**config.mk**
```make
export PLATFORM = sky130hd
export DESIGN_NAME = adc_frame_streamer_flat
export DESIGN_NICKNAME = d
export VERILOG_FILES = /design/src/rtl/spectrum_pkg.sv /design/src/rtl/adc_frame_streamer_if.sv /design/src/rtl/axis_skid_buffer.sv /design/src/rtl/adc_frame_streamer.sv /design/src/flat_wrapper.sv
export SDC_FILE = /design/constraint.sdc
export NUM_CORES = 1
export LEC_CHECK = 0
export ABC_AREA = 1
export CELL_PAD_IN_SITES_DETAIL_PLACEMENT = 2
export CELL_PAD_IN_SITES_GLOBAL_PLACEMENT = 2
export CORE_UTILIZATION = 36
export CTS_CLUSTER_SIZE = 8
export DETAILED_ROUTE_END_ITERATION = 12
export PLACE_DENSITY_LB_ADDON = 0.1
export SKIP_CTS_REPAIR_TIMING = 1
export SYNTH_ARGS = -nofsm -noshare
export SYNTH_HDL_FRONTEND = slang
export SYNTH_SLANG_ARGS = --single-unit
```
**constraint.sdc**
```tcl
create_clock -name clk -period 8.4 [get_ports clk]
set_input_delay 2.1 -clock clk [delete_from_list [all_inputs] [get_ports clk]]
set_output_delay 2.1 -clock clk [all_outputs]
set_load 0.005 [all_outputs]
```
**src/rtl/spectrum_pkg.sv**
```systemverilog
// Constants, state encoding and sample conversion shared by the FFT input
// streamer and the power/display path.
package spectrum_pkg;

  localparam int FRAME_LEN = 1024;
  localparam int ADC_W     = 8;

  typedef enum logic [1:0] {
    ST_IDLE   = 2'd0,
    ST_ARM    = 2'd1,
    ST_STREAM = 2'd2,
    ST_GAP    = 2'd3
  } stream_state_t;

  // Removing the mid-scale offset from an offset-binary code is an MSB flip.
  function automatic logic signed [ADC_W-1:0] offset_to_signed(input logic [ADC_W-1:0] sample);
    return {~sample[ADC_W-1], sample[ADC_W-2:0]};
  endfunction

endpackage

```
**src/rtl/adc_frame_streamer_if.sv**
```systemverilog
// AXI4-Stream beat bundle (data, valid, last, ready) between the frame
// streamer and the FFT core.
interface adc_frame_streamer_if #(
  parameter int DATA_W = 16
);

  logic [DATA_W-1:0] tdata;
  logic              tvalid;
  logic              tlast;
  logic              tready;

  modport master (
    output tdata,
    output tvalid,
    output tlast,
    input  tready
  );

  modport slave (
    input  tdata,
    input  tvalid,
    input  tlast,
    output tready
  );

endinterface

```
**src/rtl/axis_skid_buffer.sv**
```systemverilog
// Two-entry register skid buffer. The head register drives the stream output
// directly so valid/data never depend combinationally on ready.
module axis_skid_buffer #(
  parameter int WIDTH = 17
) (
  input  logic             clk,
  input  logic             rst_n,
  input  logic             push,
  input  logic [WIDTH-1:0] push_data,
  output logic [1:0]       occupancy,
  output logic             out_valid,
  output logic [WIDTH-1:0] out_data,
  input  logic             out_ready
);

  logic [WIDTH-1:0] head_reg;
  logic [WIDTH-1:0] tail_reg;
  logic [1:0]       occ_reg;
  logic             pop;

  assign out_valid = (occ_reg != 2'd0);
  assign out_data  = head_reg;
  assign occupancy = occ_reg;
  assign pop       = out_valid & out_ready;

  always_ff @(posedge clk or negedge rst_n) begin
    if (!rst_n) begin
      head_reg <= '0;
      tail_reg <= '0;
      occ_reg  <= 2'd0;
    end else begin
      case ({push, pop})
        2'b10: begin
          if (occ_reg == 2'd0) begin
            head_reg <= push_data;
            occ_reg  <= 2'd1;
          end else if (occ_reg == 2'd1) begin
            tail_reg <= push_data;
            occ_reg  <= 2'd2;
          end
        end
        2'b01: begin
          // Head only advances when a second entry exists, so an idle
          // output keeps presenting the last beat's data.
          if (occ_reg == 2'd2) begin
            head_reg <= tail_reg;
          end
          occ_reg <= occ_reg - 2'd1;
        end
        2'b11: begin
          if (occ_reg == 2'd2) begin
            head_reg <= tail_reg;
            tail_reg <= push_data;
          end else begin
            head_reg <= push_data;
          end
        end
        default: begin
        end
      endcase
    end
  end

endmodule

```
**src/rtl/adc_frame_streamer.sv**
```systemverilog
// Drains offset-binary ADC samples from the sample FIFO and streams them as
// signed fixed-length frames with tlast, followed by a paced idle gap.
module adc_frame_streamer #(
  parameter int FRAME_LEN  = spectrum_pkg::FRAME_LEN,
  parameter int ADC_W      = spectrum_pkg::ADC_W,
  parameter int DATA_W     = 16,
  parameter int GAP_CYCLES = 24000
) (
  input  logic                 clk,
  input  logic                 rst_n,
  input  logic                 enable,
  input  logic [ADC_W-1:0]     fifo_rd_data,
  input  logic                 fifo_rd_empty,
  input  logic                 fifo_almost_full,
  output logic                 fifo_rd_en,
  adc_frame_streamer_if.master m_axis,
  output logic                 frame_done,
  output logic                 busy,
  output logic [15:0]          underrun_cnt
);

  import spectrum_pkg::*;

  localparam int CNT_W = $clog2(FRAME_LEN) + 1;
  localparam int GAP_W = $clog2(GAP_CYCLES + 1);

  stream_state_t state_reg;
  stream_state_t state_next;

  logic [CNT_W-1:0] rd_cnt_reg;
  logic [CNT_W-1:0] beat_cnt_reg;
  logic [GAP_W-1:0] gap_cnt_reg;
  logic             inflight_reg;
  logic             inflight_last_reg;
  logic [15:0]      underrun_reg;

  logic                     pop;
  logic                     last_hs;
  logic                     rd_last;
  logic                     rd_allowed;
  logic [2:0]               slots_used;
  logic [1:0]               skid_occ;
  logic signed [ADC_W-1:0]  sample_signed;
  logic [DATA_W-1:0]        sample_ext;
  logic [DATA_W:0]          skid_out;

  assign sample_signed = offset_to_signed(fifo_rd_data);
  assign sample_ext    = DATA_W'(sample_signed);

  axis_skid_buffer #(
    .WIDTH(DATA_W + 1)
  ) u_skid (
    .clk       (clk),
    .rst_n     (rst_n),
    .push      (inflight_reg),
    .push_data ({inflight_last_reg, sample_ext}),
    .occupancy (skid_occ),
    .out_valid (m_axis.tvalid),
    .out_data  (skid_out),
    .out_ready (m_axis.tready)
  );

  assign m_axis.tlast = skid_out[DATA_W];
  assign m_axis.tdata = skid_out[DATA_W-1:0];

  assign pop     = m_axis.tvalid & m_axis.tready;
  assign last_hs = pop & (beat_cnt_reg == CNT_W'(FRAME_LEN - 1));
  assign rd_last = (rd_cnt_reg == CNT_W'(FRAME_LEN - 1));

  // A beat leaving this cycle frees its slot, which keeps one read issued
  // per cycle while the sink accepts every beat.
  assign slots_used = {1'b0, skid_occ} + {2'b00, inflight_reg} - {2'b00, pop};
  assign rd_allowed = !fifo_rd_empty
                    && (rd_cnt_reg < CNT_W'(FRAME_LEN))
                    && (slots_used < 3'd2);

  always_ff @(posedge clk or negedge rst_n) begin
    if (!rst_n) begin
      state_reg <= ST_IDLE;
    end else begin
      state_reg <= state_next;
    end
  end

  always_comb begin
    state_next = state_reg;
    fifo_rd_en = 1'b0;
    frame_done = 1'b0;
    case (state_reg)
      ST_IDLE: begin
        if (enable) begin
          state_next = ST_ARM;
        end
      end
      ST_ARM: begin
        if (fifo_almost_full) begin
          state_next = ST_STREAM;
        end
      end
      ST_STREAM: begin
        fifo_rd_en = rd_allowed;
        if (last_hs) begin
          frame_done = 1'b1;
          state_next = ST_GAP;
        end
      end
      ST_GAP: begin
        if (gap_cnt_reg == GAP_W'(GAP_CYCLES - 1)) begin
          state_next = enable ? ST_ARM : ST_IDLE;
        end
      end
      default: begin
        state_next = ST_IDLE;
      end
    endcase
  end

  always_ff @(posedge clk or negedge rst_n) begin
    if (!rst_n) begin
      rd_cnt_reg   <= '0;
      beat_cnt_reg <= '0;
    end else if (state_next == ST_ARM) begin
      rd_cnt_reg   <= '0;
      beat_cnt_reg <= '0;
    end else begin
      if (fifo_rd_en) begin
        rd_cnt_reg <= rd_cnt_reg + CNT_W'(1);
      end
      if (pop) begin
        beat_cnt_reg <= beat_cnt_reg + CNT_W'(1);
      end
    end
  end

  // The FIFO returns data one cycle after the strobe; tag it with its
  // frame position so tlast travels with the sample through the skid.
  always_ff @(posedge clk or negedge rst_n) begin
    if (!rst_n) begin
      inflight_reg      <= 1'b0;
      inflight_last_reg <= 1'b0;
    end else begin
      inflight_reg      <= fifo_rd_en;
      inflight_last_reg <= fifo_rd_en & rd_last;
    end
  end

  always_ff @(posedge clk or negedge rst_n) begin
    if (!rst_n) begin
      gap_cnt_reg <= '0;
    end else if (state_reg == ST_GAP) begin
      gap_cnt_reg <= gap_cnt_reg + GAP_W'(1);
    end else begin
      gap_cnt_reg <= '0;
    end
  end

  always_ff @(posedge clk or negedge rst_n) begin
    if (!rst_n) begin
      underrun_reg <= '0;
    end else if ((state_reg == ST_STREAM) && (skid_occ == 2'd0) && fifo_rd_empty
                 && (underrun_reg != 16'hFFFF)) begin
      underrun_reg <= underrun_reg + 16'd1;
    end
  end

  assign busy         = (state_reg != ST_IDLE);
  assign underrun_cnt = underrun_reg;

endmodule

```
**src/flat_wrapper.sv**
```systemverilog
// flat-port wrapper written by rule: the top's interface ports become plain ports
module adc_frame_streamer_flat import spectrum_pkg::*;
#(
  parameter int FRAME_LEN  = spectrum_pkg::FRAME_LEN,
  parameter int ADC_W      = spectrum_pkg::ADC_W,
  parameter int DATA_W     = 16,
  parameter int GAP_CYCLES = 24000
)
  (clk, rst_n, enable, fifo_rd_data, fifo_rd_empty, fifo_almost_full, fifo_rd_en, frame_done, busy, underrun_cnt, m_axis_tdata, m_axis_tvalid, m_axis_tlast, m_axis_tready);
  adc_frame_streamer_if #(.DATA_W(DATA_W)) m_axis_i ();
  input  logic clk;
  input  logic rst_n;
  input  logic enable;
  input  logic [ADC_W-1:0] fifo_rd_data;
  input  logic fifo_rd_empty;
  input  logic fifo_almost_full;
  output logic fifo_rd_en;
  output logic frame_done;
  output logic busy;
  output logic [15:0] underrun_cnt;
  output wire logic [$bits(m_axis_i.tdata)-1:0] m_axis_tdata;
  output wire logic [$bits(m_axis_i.tvalid)-1:0] m_axis_tvalid;
  output wire logic [$bits(m_axis_i.tlast)-1:0] m_axis_tlast;
  input wire logic [$bits(m_axis_i.tready)-1:0] m_axis_tready;
  assign m_axis_tdata = m_axis_i.tdata;
  assign m_axis_tvalid = m_axis_i.tvalid;
  assign m_axis_tlast = m_axis_i.tlast;
  assign m_axis_i.tready = m_axis_tready;
  adc_frame_streamer #(.FRAME_LEN(FRAME_LEN), .ADC_W(ADC_W), .DATA_W(DATA_W), .GAP_CYCLES(GAP_CYCLES)) u_core (.clk(clk), .rst_n(rst_n), .enable(enable), .fifo_rd_data(fifo_rd_data), .fifo_rd_empty(fifo_rd_empty), .fifo_almost_full(fifo_almost_full), .fifo_rd_en(fifo_rd_en), .m_axis(m_axis_i), .frame_done(frame_done), .busy(busy), .underrun_cnt(underrun_cnt));
endmodule
```
==> results_dict.tcl, run 1 <==
set metrics [dict create \
    status "complete, no violations" \
    antenna_found_initial 0 \
    drc 0 \
    wl_mm 10.0 \
    cts_tree "yes" \
    finalCritPeriodShare_pct 82.6 \
    crit_slowest_cell "clkdlybuf4s50_1" \
    die_h_um 107 \
    leakagePower_nw 2.22 \
    power_switching_uw 470 \
    syn_area_sq_mm 0.00395 \
    core-area_sq_mm 0.0105 \
    stdcell_area_sq_mm 0.00473 \
    worstSetupStartpointType "input port" \
    p_int_uw 835 \
    ant_nets 0 \
    placed_cells_incl_taps 635 \
    dieArea_sq_mm 0.0114 \
    yosysUniqueCellTypes 36 \
    max_slew.worst_pin.slew_ns 1.02 \
    antenna_cells 0 \
    gp_congestion 0.772 \
    rsz0062_at_grt "false" \
    synth_warnings 0 \
    fillCellCount 1188 \
    synth_top_area_share_pct 48.8 \
    fin_util_pct 45.2 \
    finalPower_mw 1.31 \
    grt-ovfl-total 0 \
    final_cell_mix "88 x nand2_1, 77 x dfrtp_1, 69 x inv_1, 59 x nor2_1, 49 x clkdlybuf4s50_1" \
    drt_first_pass_iters 4 \
    postPlaceCellArea_sq_mm 0.00451 \
    p_per_area_mw_per_mm2 276 \
    fin_nets 532 \
    fmax_ghz 0.144 \
    timing.final.ws_setup_ns 1.46 \
    crit_buf_inv 5 \
    wl_met1_mm 4.58 \
    crit_arrival_ns 4.84 \
    grt_pass1_vias 3664 \
    highest_layer "met4" \
    power_frac_clock_pct 24.6 \
    drv_cap 0 \
    io_pins 51 \
    comb_power_share_pct 35.6 \
    switching_share_pct 36.0 \
    wl_met2_mm 4.99 \
    drt_iter0_drc 75 \
    grt_max_degree 78 \
    dp_hpwl_mm 7.03 \
    cts_buffers 9 \
    holdWs_ns 0.468 \
    final_cells 651 \
    syn_nets 484 \
    peakVddDrop_mv 0.103 \
    dp_slack_ns 1.44 \
    met3_length_um 217 \
    clk_pin_slew_ns 0.08 \
    critPathKind "in2out" \
    final_common_cell "nand2_1" \
    largest_register_ffs 16 \
    cts_buffer_depth 2 \
    drv_slew 0 \
    htree_num_levels 3 \
    synthTopCellsByArea "dfrtp_1 49%, nand2_1 8.4%, inv_1 6.6%" \
    post-synth-top-area-cell "dfrtp_1" \
    setup_violations 0 \
    worstPathCellList "clkdlybuf4s50_1 -> inv_1 -> nor2_4 -> inv_2 -> nor2_4 -> inv_1 -> nand2_1 -> nand2_1 -> fa_1 -> nand3_1 -> nor2_8 -> clkdlybuf4s50_1" \
    grt_pass1_wl_mm 17.3 \
    skew_ns 0.00691 \
    start_util_pct 37.7 \
    vias 3223 \
    seq_area_frac_synth_pct 48.8 \
    worstPathMaxFanout 10 \
    drive_above_1_share_pct 6.80 \
    avgSynthCellArea_sq_um 8.54 \
    min_path_type "reg2reg" \
    end_kind "primary output" \
    synth-main-ff-cell "dfrtp_1" \
    crit_path_max_incr_delay_ns 0.53 \
    relSlewSlack_pct 32.1 \
    synthCells 462 \
    clk_latency_ns 0.35 \
    grt_usage_pct 19.5 \
    hold_violations 0 \
    critPathTopFamily "buffers and inverters" \
    setup_tns_ns 0 \
    seqPwrFrac_pct 39.7 \
    die_w_um 107 \
    period_minus_slack_ns 6.94 \
    synth.ff_latch_count 77 \
    io_buffers 50 \
    area_growth_pct 19.9 \
    cts_sinks 77 \
    cts-root-buf "clkbuf_8" \
    drt-wirelength-per-cell_um 15.4 \
    async_flop_share_pct 100 \
    avgViaCountPerCell 4.95 \
    synth-edff-count 0 \
    rows 37 \
    cp.required_ns 6.30 \
]
layout make-up:
class | count | area, sq um | area share, %
sequential | 77 | 1930 | 40.7
multi-input combinational | 300 | 1640 | 34.7
tap | 136 | 170 | 3.60
inverter | 72 | 273 | 5.76
clock buffer | 12 | 155 | 3.28
clock inverter | 4 | 70.1 | 1.48
timing repair buffer | 50 | 498 | 10.5
kinds of logic after synthesis:
group,after synthesis,synth area share (%)
AOI/OAI and AO/OA,60,9.07
xor gates and xnor gates,30,6.66
muxes,1,0.285
adders and majority gates,8,2.73
and+or+nand+nor,201,22.8
DFF,77,48.8
buffers and inverters,85,9.61
per-layer routing:
metal / vias to the layer above / global-route usage, %
li1: 1543 / -
met1: 1608 / 23.5
met2: 51 / 33.7
met3: 21 / 2.92
met4: 0 / 9.78
met5: - / 0
path summary, 6_finish.rpt:
| kind | from | endpoint | slack [ns] | depth (start not counted) |
|---|---|---|---|---|
| max in group asynchronous | rst_n | u_core.rd_cnt_reg[9] | 5.82 | 1 |
| setup reg to reg | u_core.u_skid.occupancy[1] | u_core.rd_cnt_reg[10] | 5.16 | 15 |
| hold reg to reg | u_core.gap_cnt_reg[0] | u_core.gap_cnt_reg[0] | 0.47 | 1 |
| setup / recovery | m_axis_tready | fifo_rd_en | 1.46 | 12 |
| hold / removal | u_core.gap_cnt_reg[0] | u_core.gap_cnt_reg[0] | 0.47 | 1 |
| min in group asynchronous | rst_n | u_core.beat_cnt_reg[5] | 1.90 | 1 |
synthesized netlist by cell type, drive strengths merged (6+ instances only):
cell    number
nand2       90
dfrtp       77
inv         71
nor2        65
o21ai       33
nand3       25
xor2        21
a21oi       14
buf         13
nor3        11
o211ai       9
xnor2        9
ha           7
nand4        6
power by group through the flow:
stage / clock network [mW] / registers, mW / logic [mW]
3_5_place_dp: 0 / 0.528 / 0.472
4_1_cts: 0.331 / 0.521 / 0.477
5_1_grt: 0.344 / 0.530 / 0.529
3_3_place_gp: 0 / 0.519 / 0.446
2_1_floorplan: 0 / 0.512 / 0.303
6_report: 0.322 / 0.518 / 0.465
No activity file was read; power rests on OpenSTA's default activity.
==> run 2, diff against run 1 <==
--- a/config.mk
+++ b/config.mk
@@ -8,7 +8,7 @@
 export ABC_AREA = 1
 export CELL_PAD_IN_SITES_DETAIL_PLACEMENT = 2
 export CELL_PAD_IN_SITES_GLOBAL_PLACEMENT = 2
-export CORE_UTILIZATION = 36
+export CORE_UTILIZATION = 30
 export CTS_CLUSTER_SIZE = 8
 export DETAILED_ROUTE_END_ITERATION = 12
 export PLACE_DENSITY_LB_ADDON = 0.1
==> constraint.sdc (replaced) <==
create_clock -name clk -period 5.9 [get_ports clk]
set_input_delay 1.475 -clock clk [delete_from_list [all_inputs] [get_ports clk]]
set_output_delay 1.475 -clock clk [all_outputs]
set_load 0.005 [all_outputs]
==> results_dict.tcl, run 2 (same netlist as run 1, synthesis figures left out) <==
set metrics [dict create \
    status "complete, no violations" \
    antenna_found_initial 0 \
    setup_tns_ns 0 \
    crit_path_max_incr_delay_ns 0.53 \
    rows 41 \
    worstPathCellList "clkdlybuf4s50_1 -> inv_1 -> nor2_4 -> inv_2 -> nor2_4 -> inv_1 -> nand2_1 -> nand2_1 -> fa_1 -> nand3_1 -> nor2_8 -> clkdlybuf4s50_1" \
    grt_usage_pct 16.0 \
    drt_first_pass_iters 4 \
    avgViaCountPerCell 4.60 \
    clk_pin_slew_ns 0.06 \
    period_minus_slack_ns 5.67 \
    drt_iter0_drc 110 \
    stdcell_area_sq_mm 0.00488 \
    final_cells 687 \
    switching_share_pct 33.9 \
    die_w_um 117 \
    cts_sinks 77 \
    cts_buffer_depth 2 \
    drive_above_1_share_pct 6.80 \
    io_buffers 50 \
    ant_nets 0 \
    leakagePower_nw 2.26 \
    start_util_pct 31.0 \
    grt_pass1_vias 3494 \
    fmax_ghz 0.176 \
    grt_max_degree 78 \
    drv_slew 0 \
    dieArea_sq_mm 0.0136 \
    htree_num_levels 3 \
    core-area_sq_mm 0.0127 \
    wl_mm 9.63 \
    seqPwrFrac_pct 36.8 \
    grt_pass1_wl_mm 16.6 \
    postPlaceCellArea_sq_mm 0.00455 \
    crit_arrival_ns 4.19 \
    final_cell_mix "88 x nand2_1, 77 x dfrtp_1, 69 x inv_1, 59 x nor2_1, 49 x clkdlybuf4s50_1" \
    relSlewSlack_pct 32.7 \
    clk_latency_ns 0.34 \
    worstRegToRegCells 17 \
    antenna_cells 0 \
    worstSetupStartpointType "input port" \
    hold_violations 0 \
    worst_hold_path.num_cells 1 \
    die_h_um 117 \
    largest_register_ffs 16 \
    setup_violations 0 \
    holdWs_ns 0.464 \
    drv_cap 0 \
    max_slew.worst_pin.slew_ns 1.01 \
    drt-wirelength-per-cell_um 14.0 \
    skew_ns 0.00639 \
    end_kind "primary output" \
    io_pins 51 \
    min_path_type "reg2reg" \
    drc 0 \
    cp.required_ns 4.43 \
    cts_tree "yes" \
    rsz0062_at_grt "false" \
    finalPower_mw 2.00 \
    crit_slowest_cell "clkdlybuf4s50_1" \
    cts_buffers 9 \
    comb_power_share_pct 32.9 \
    vias 3163 \
    worstPathMaxFanout 10 \
    cts-root-buf "clkbuf_16" \
    dp_hpwl_mm 6.92 \
    final_common_cell "nand2_1" \
    peakVddDrop_mv 0.146 \
    critPathKind "in2out" \
    power_frac_clock_pct 30.3 \
    grt-ovfl-total 0 \
    placed_cells_incl_taps 671 \
    fillCellCount 1481 \
    p_per_area_mw_per_mm2 410 \
    area_growth_pct 23.7 \
    fin_nets 532 \
    p_int_mw 1.32 \
    finalCritPeriodShare_pct 96.1 \
    power_switching_uw 678 \
    gp_congestion 0.777 \
]
run 2: power groups by stage:
stage               registers [mW]  clock network [mW]  logic, mW
global route                 0.753               0.649      0.757
CTS                          0.739               0.633      0.680
finish                       0.736               0.605      0.659
floorplan                    0.729                   0      0.432
detailed placement           0.748                   0      0.672
global placement             0.741                   0      0.643
run 2: worst paths after layout:
check	from	slack (ns)	end
hold / removal	u_core.gap_cnt_reg[0]	0.46	u_core.gap_cnt_reg[0]
max in group asynchronous	rst_n	3.95	u_core.underrun_cnt[2]
setup reg to reg	u_core.u_skid.occupancy[1]	2.77	u_core.rd_cnt_reg[7]
setup / recovery	m_axis_tready	0.23	fifo_rd_en
hold reg to reg	u_core.gap_cnt_reg[0]	0.46	u_core.gap_cnt_reg[0]
min in group asynchronous	rst_n	1.32	u_core.rd_cnt_reg[5]
run 2: per-layer routing:
metal | routed length (um) | vias to the layer above | track usage (%)
met5 | 0 | - | 0
met4 | 114 | 0 | 4.56
met3 | 290 | 6 | 4.62
met2 | 4760 | 35 | 27.6
met1 | 4470 | 1575 | 19.4
li1 | - | 1547 | -
run 2: cell type report:
cell class,instances,area [sq um],area share (%)
well taps,172,215,4.41
clock buffers,12,256,5.26
repair buffers,50,498,10.2
clock inverters,4,70.1,1.44
inverters,72,273,5.59
flip-flops and latches,77,1930,39.5
multi-input cells,300,1640,33.6
run 2: metrics by stage:
step | util (%) | setup WS (ns)
floorplan | - | 1.45
global placement | 35.8 | 0.313
detailed placement | 35.8 | 0.203
CTS | 38.4 | 0.182
global route | 38.4 | 0.0799
finish | 38.4 | 0.232
run 2: worst max-delay path, delay by kind of cell:
| kind | cells | cell delay, ns |
|---|---|---|
| AND/OR/NAND/NOR | 6 | 0.96 |
| buffers and inverters | 5 | 1.26 |
| adder cells (fa/ha/maj) | 1 | 0.50 |
==> run 3, diff against run 2 <==
--- a/config.mk
+++ b/config.mk
@@ -6,10 +6,11 @@
 export NUM_CORES = 1
 export LEC_CHECK = 0
 export ABC_AREA = 1
+export CAP_MARGIN = 20
 export CELL_PAD_IN_SITES_DETAIL_PLACEMENT = 2
 export CELL_PAD_IN_SITES_GLOBAL_PLACEMENT = 2
+export CORE_MARGIN = 3
 export CORE_UTILIZATION = 30
-export CTS_CLUSTER_SIZE = 8
 export DETAILED_ROUTE_END_ITERATION = 12
 export PLACE_DENSITY_LB_ADDON = 0.1
 export SKIP_CTS_REPAIR_TIMING = 1
==> results_dict.tcl, run 3 (same netlist as run 1, synthesis figures left out) <==
set metrics [dict create \
    drc 0 \
    die_h_um 121 \
    drt_first_pass_iters 4 \
    wl_mm 9.85 \
    grt-ovfl-total 0 \
    fillCellCount 1488 \
    start_util_pct 31.0 \
    leakagePower_nw 2.24 \
    clk_pin_slew_ns 0.06 \
    dieArea_sq_mm 0.0146 \
    ant_nets 0 \
    io_pins 51 \
    worstSetupStartpointType "input port" \
    final_cell_mix "88 x nand2_1, 77 x dfrtp_1, 69 x inv_1, 59 x nor2_1, 49 x clkdlybuf4s50_1" \
    antenna_found_initial 0 \
    clk_latency_ns 0.34 \
    end_kind "primary output" \
    dp_slack_ns 0.202 \
    area_growth_pct 22.6 \
    drv_cap 0 \
    status "complete, no violations" \
    largest_register_ffs 16 \
    peakVddDrop_mv 0.116 \
    die_w_um 121 \
    min_path_type "reg2reg" \
    cts_tree "yes" \
    core-area_sq_mm 0.0127 \
    p_per_area_mw_per_mm2 396 \
    setup_violations 0 \
    vias 3199 \
    htree_num_levels 3 \
    dp_hpwl_mm 7.30 \
    period_minus_slack_ns 5.70 \
    rows 41 \
    finalCritPeriodShare_pct 96.5 \
    max_slew.worst_pin.slew_ns 0.772 \
    drive_above_1_share_pct 6.60 \
    critPathKind "in2out" \
    worstPathMaxFanout 10 \
    crit_arrival_ns 4.22 \
    grt_pass1_vias 3464 \
    cts_buffers 9 \
    final_cells 687 \
    gp_congestion 0.744 \
    drt-wirelength-per-cell_um 14.3 \
    setup_tns_ns 0 \
    drv_slew 0 \
    cts-root-buf "clkbuf_16" \
    antenna_cells 0 \
    timing.final.ws_setup_ns 0.204 \
    placed_cells_incl_taps 672 \
    final_common_cell "nand2_1" \
    hold_violations 0 \
    fmax_ghz 0.176 \
    io_buffers 50 \
    relSlewSlack_pct 48.5 \
    fin_nets 533 \
    skew_ns 0.00555 \
    avgViaCountPerCell 4.66 \
    cp.required_ns 4.43 \
    cts_buffer_depth 2 \
    grt_pass1_wl_mm 17.0 \
    drt_iter0_drc 75 \
    rsz0062_at_grt "false" \
    grt_usage_pct 14.6 \
    cts_sinks 77 \
    grt_max_degree 41 \
]
==> run 3: metal layers <==
layer	vias up	GRT usage [%]	wire, um
met5	-	0	0
met4	0	6.09	197
met3	16	2.62	251
met2	45	23.2	4610
met1	1587	19.6	4790
li1	1551	-	-
==> run 3: final cells by class <==
cell class,count,area (sq um),area share [%]
Clock buffer,14,274,5.66
Clock inverter,1,5.00,0.103
Inverter,72,273,5.64
Multi-Input combinational cell,300,1640,33.9
Sequential cell,77,1930,39.8
Tap cell,172,215,4.45
Timing Repair Buffer,51,505,10.4
==> run 3: per-stage QoR <==
| step | total power [mW] | area [sq um] | hold slack [ns] | util (%) |
|---|---|---|---|---|
| floorplan | 1.16 | 3950 | 0.433 | - |
| global placement | 1.38 | 4560 | 0.450 | 35.8 |
| detailed placement | 1.42 | 4560 | 0.465 | 35.8 |
| CTS | 1.97 | 4840 | 0.473 | 38.0 |
| global route | 2.08 | 4840 | 0.487 | 38.0 |
| finish | 1.92 | 4840 | 0.463 | 38.0 |
==> run 3: critical path, stage by stage <==
cell and delay [ns]:
clkdlybuf4s50_1 0.45, inv_1 0.11, nor2_4 0.22, inv_2 0.11, nor2_4 0.17, inv_1 0.08
nand2_1 0.10, nand2_1 0.08, fa_1 0.48, nand3_1 0.18, nor2_8 0.23, clkdlybuf4s50_1 0.53
==> run 3: final timing paths <==
path	depth (start not counted)	slack, ns	from	endpoint
max	12	0.20	m_axis_tready	fifo_rd_en
min	1	0.46	u_core.gap_cnt_reg[0]	u_core.gap_cnt_reg[0]
max reg2reg	15	2.73	u_core.u_skid.occupancy[1]	u_core.rd_cnt_reg[10]
min reg2reg	1	0.46	u_core.gap_cnt_reg[0]	u_core.gap_cnt_reg[0]
max in group asynchronous	2	3.85	rst_n	u_core.rd_cnt_reg[8]
min in group asynchronous	1	1.12	rst_n	u_core.rd_cnt_reg[2]
==> run 3: where the power goes <==
part / switching, mW / internal (mW)
combinational: 0.364 / 0.289
sequential: 0.0948 / 0.641
clock: 0.213 / 0.317
total: 0.672 / 1.25
